$ cat src/rtl/ser_feed.sv
`default_nettype none
// +------------------------------------------------------------------------+
// | Module      : ser_feed                                                 |
// | Description : Parallel-in / serial-out feeder. Words arrive over a     |
// |               valid/ready handshake and leave MSB-first, one bit per   |
// |               clock in which the downstream asserts bit_en.            |
// |               Optional macro SER_PRELOAD_EN adds a one-word holding    |
// |               register so consecutive words stream without a bubble.   |
// | Revision    : 1.0 - initial release                                    |
// +------------------------------------------------------------------------+
module ser_feed #(
  parameter int WIDTH = 8
) (
  input  logic             clk,
  input  logic             rst,
  input  logic [WIDTH-1:0] din,
  input  logic             din_valid,
  output logic             din_ready,
  input  logic             bit_en,
  output logic             out_bit,
  output logic             out_valid,
  output logic             busy,
  output logic             word_done
);

  localparam int            CW       = $clog2(WIDTH);
  localparam logic [CW-1:0] LAST_CNT = CW'(WIDTH - 1);
  localparam logic [CW-1:0] ONE_CNT  = CW'(1);

  typedef enum logic [0:0] {
    IDLE  = 1'b0,
    SHIFT = 1'b1
  } state_t;

  state_t           state, state_nx;
  logic [WIDTH-1:0] sh, sh_nx;
  logic [CW-1:0]    cnt, cnt_nx;
  logic             accept;
  logic             xfer;
  logic             last;

`ifdef SER_PRELOAD_EN
  logic [WIDTH-1:0] hold, hold_nx;
  logic             hold_full, hold_full_nx;

  // Room for a new word exists whenever the holding slot is empty.
  assign din_ready = rst & ~hold_full;
`else
  // Without a holding slot a new word fits only between words.
  assign din_ready = rst & (state == IDLE);
`endif

  assign out_valid = (state == SHIFT);
  assign busy      = (state == SHIFT);
  assign out_bit   = out_valid & sh[WIDTH-1];
  assign accept    = din_valid & din_ready;
  assign xfer      = out_valid & bit_en;
  assign last      = xfer & (cnt == '0);
  assign word_done = last;

  // Next-state and datapath decisions; every target defaults to hold.
  always_comb begin
    state_nx = state;
    sh_nx    = sh;
    cnt_nx   = cnt;
`ifdef SER_PRELOAD_EN
    hold_nx      = hold;
    hold_full_nx = hold_full;
`endif
    case (state)
      IDLE: begin
        if (accept) begin
          sh_nx    = din;
          cnt_nx   = LAST_CNT;
          state_nx = SHIFT;
        end
      end
      SHIFT: begin
        if (last) begin
`ifdef SER_PRELOAD_EN
          // Chain straight into the next word when one is available.
          if (hold_full) begin
            sh_nx        = hold;
            cnt_nx       = LAST_CNT;
            hold_full_nx = 1'b0;
          end else if (accept) begin
            sh_nx  = din;
            cnt_nx = LAST_CNT;
          end else begin
            state_nx = IDLE;
          end
`else
          state_nx = IDLE;
`endif
        end else begin
          if (xfer) begin
            sh_nx  = {sh[WIDTH-2:0], 1'b0};
            cnt_nx = cnt - ONE_CNT;
          end
`ifdef SER_PRELOAD_EN
          if (accept) begin
            hold_nx      = din;
            hold_full_nx = 1'b1;
          end
`endif
        end
      end
      default: state_nx = IDLE;
    endcase
  end

  // State register with synchronous active-low clear.
  always_ff @(posedge clk) begin
    if (!rst) begin
      state <= IDLE;
      sh    <= '0;
      cnt   <= '0;
`ifdef SER_PRELOAD_EN
      hold      <= '0;
      hold_full <= 1'b0;
`endif
    end else begin
      state <= state_nx;
      sh    <= sh_nx;
      cnt   <= cnt_nx;
`ifdef SER_PRELOAD_EN
      hold      <= hold_nx;
      hold_full <= hold_full_nx;
`endif
    end
  end

endmodule
`default_nettype wire

$ cat config.mk
export PLATFORM = sky130hd
export DESIGN_NAME = ser_feed
export DESIGN_NICKNAME = d
export VERILOG_FILES = /design/src/rtl/ser_feed.sv
export SDC_FILE = /design/constraint.sdc
export NUM_CORES = 1
export LEC_CHECK = 0
export ABC_CLOCK_PERIOD_IN_PS = 1350
export BUFFER_PORTS_ARGS = -buffer_cell sky130_fd_sc_hd__buf_2
export CAP_MARGIN = 10
export CORE_UTILIZATION = 45
export CTS_BUF_LIST = sky130_fd_sc_hd__clkbuf_8
export CTS_CLUSTER_SIZE = 30
export DETAILED_ROUTE_END_ITERATION = 7
export MAX_ROUTING_LAYER = met4
export PLACE_DENSITY_LB_ADDON = 0.25
export SLEW_MARGIN = 5
export SYNTH_ARGS = -nofsm -noshare
export SYNTH_HDL_FRONTEND = slang
export SYNTH_SLANG_ARGS = --single-unit
$ cat constraint.sdc
create_clock -name clk -period 1.35 [get_ports clk]
set_clock_uncertainty 0.1 [all_clocks]
set_input_delay 0.135 -clock clk [delete_from_list [all_inputs] [get_ports clk]]
set_output_delay 0.135 -clock clk [all_outputs]
set_load 0.01 [all_outputs]
==> metrics.md <==
| Metric | Value |
|---|---|
| Share of post-route cells with drive strength above 1 | `51.0%` |
| FP Rows | `13` |
| Hold crit path type | `in2reg` |
| Number of buffers created by CTS | `3` |
| Initial antenna violation count | `0` |
| Measured slew at the worst slew-check pin | `267 ps` |
| H-tree Lvls | `1` |
| Pleak | `0.438 nW` |
| Flops & latches, synth | `12` |
| Latest clock arrival within the worst-skew pair | `230 ps` |
| GRT Resource Usage Total | `19.9%` |
| Clk slew on worst S/H paths | `50 ps` |
| Largest net degree at the start of global routing | `16` |
| Slowest stage cell, crit path | `dfxtp_2` |
| Mean post-synth cell area | `9.38 um^2` |
| Ys Warns | `0` |
| Drt wl/cell | `12.1 um` |
| Die Wd | `40.8 um` |
| Reg2Reg Depth | `6` |
| Inst Count DP | `104` |
| CTS Root Cell | `clkbuf_8` |
| Status | `finished with violations` |
| Routed wire length | `1340 um` |
| First-pass GRT wire length | `2100 um` |
| Violated checks | `setup timing` |
| Peak supply drop | `0.000739 V` |
| Die ar. | `1660 um^2` |
| Final net count | `111` |
| Post-Layout Cell Count | `111` |
| # clock sinks | `12` |
| Critical path arrival | `1410 ps` |
| Detail Route Antenna Nets | `0` |
| Global route overflow | `0` |
| WS Path Type | `reg2reg` |
| Relative max-transition margin | `82.0%` |
| CP max stage delay | `330 ps` |
| P_sw | `281 uW` |
| Fmax | `723 MHz` |
| Gpl congestion | `0.794` |
| Commonest non-fill, non-tap cell in the layout | `buf_2` |
| RSZ-0062 raised after global routing | `true` |
| Sequential share of the synthesized area | `35.6%` |
| Inserted Diodes | `0` |
| Core Area | `1350 um^2` |
| Pint | `818 uW` |
| Worst hold path depth | `3` |
| Clock Path Buffers | `2` |
| Pre-CTS setup slack | `-6.43 ps` |
| Syn Nets | `86` |
| CP Capture Type | `register` |
| Comb pwr share | `27.9%` |
| Final setup margin | `-33.4 ps` |
| Util after Layout | `67.6%` |
| Pins over their slew limit | `0` |
| Top post-synthesis cells by area | `dfxtp_1, mux2_2, mux2i_1` |
| Clock Power Share | `34.7%` |
| IO Port Bufs | `16` |
| PwrDens | `1200 nW/um^2` |
| Vias | `589` |
| TritonCTS clock tree | `built` |
| Crit-path max FO | `3` |
| Worst path required time | `1380 ps` |
| Most frequent cells in the layout | `buf_2, nand2_1, dfxtp_1` |
| Via density | `5.31` |
| Starting Density | `50.0%` |
| DR pass1 iterations | `4` |
| Starting DRT DRC Count | `8` |
| Power share of the sequential group | `37.3%` |
| Fin crit share | `102%` |
| Hold_ws | `109 ps` |
| Vias in the first global route | `525` |
| Worst-path cell chain | `inv_2, ha_4, nor2b_4, o21a_1, buf_4, a31o_1` |
| Hpwl dp | `998 um` |
| Area grow syn2layout | `35.0%` |
| Io pins | `17` |
| Setup violators final | `4` |
| Maxcap violations | `0` |
| Fill count | `119` |
| Yosys cell types | `27` |
| CTS Hold Bufs | `0` |
| Top-area cell type share of the netlist area | `35.6%` |
| Crit start category | `register` |
| Mapped Area | `676 um^2` |
| Synthesized instance count | `72` |
| Die H | `40.8 um` |
| Final hold violation count | `0` |
| Number of remaining DRC errors | `0` |
| Sw frac | `25.6%` |
| Post-layout min period | `1380 ps` |
| Yosys top cell by area | `dfxtp_1` |
[state kept, by name (all words and copies together), names as in the netlist]
register and count:
cnt 3, sh 8, busy 1
[what timing repair did]
action / in CTS / in global routing
resized for setup: 6 / 5
buffers inserted: 1 / 2
hold endpoints to repair: 0 / 0
setup endpoints to repair: 8 / 10
pin swaps: 3 / 2
[power by group through the flow]
stage	combinational [mW]	clock, mW	sequential, mW
2_1_floorplan	0.179	0	0.413
3_3_place_gp	0.238	0	0.415
3_5_place_dp	0.244	0	0.416
4_1_cts	0.283	0.389	0.409
5_1_grt	0.338	0.415	0.414
6_report	0.307	0.382	0.410
[stage by stage]
step                      setup TNS, ps  total power, mW  cell area [um^2]
after floorplan                       0            0.591               687
after global placement                0            0.653               790
after detailed placement          -10.5            0.660               790
after CTS                             0             1.08               880
after global routing               -687             1.17               912
final                             -60.1             1.10               912
[cells in the mapped netlist, drive strengths merged]
cell type,instances
o41ai,1
nor2,3
o221ai,1
and2,1
nand2,15
nand2b,1
o211ai,1
nor2b,1
nor3,1
ha,2
nand3b,1
a21boi,2
inv,4
a41oi,1
nor3b,1
a31oi,1
mux2,7
dfxtp,12
buf,6
mux2i,7
a31o,1
o21a,1
nand3,1
[routing by layer]
layer,routed length (um),GRT usage (%),up-vias
li1,-,-,295
met1,590,24.3,276
met2,682,31.3,16
met3,55,4.89,2
met4,12,7.50,0
met5,0,-,-
[worst max-delay path, delay by kind of cell, from the launching register on]
kind | cells | cell delay [ps]
buf+inv | 2 | 190
simple gates | 1 | 120
fa+ha+maj | 1 | 160
compound gates | 2 | 370
flops | 1 | 330
[logic make-up after synthesis]
| family | share of synthesized area (%) |
|---|---|
| AOI/OAI and AO/OA | 10.6 |
| adders and majority gates | 3.70 |
| buffers and inverters | 9.44 |
| DFF | 35.6 |
| muxes | 22.0 |
| and+or+nand+nor | 18.7 |
[path summary, 6_finish.rpt]
check        startpoint  slack [ps]      to
max              cnt[0]         -30   sh[0]
min                 rst         110  cnt[2]
max reg2reg      cnt[0]         -30   sh[0]
min reg2reg       sh[2]         360   sh[2]
[area by class of cell]
class,count,area (um^2),area share (%)
clock buffer,4,55.1,6.04
inverter,4,15.0,1.65
multi-input combinational,50,410,45.0
sequential,12,244,26.7
tap,15,18.8,2.06
timing repair buffer,26,169,18.5
Note: power is estimated with default switching activity, not from simulation.
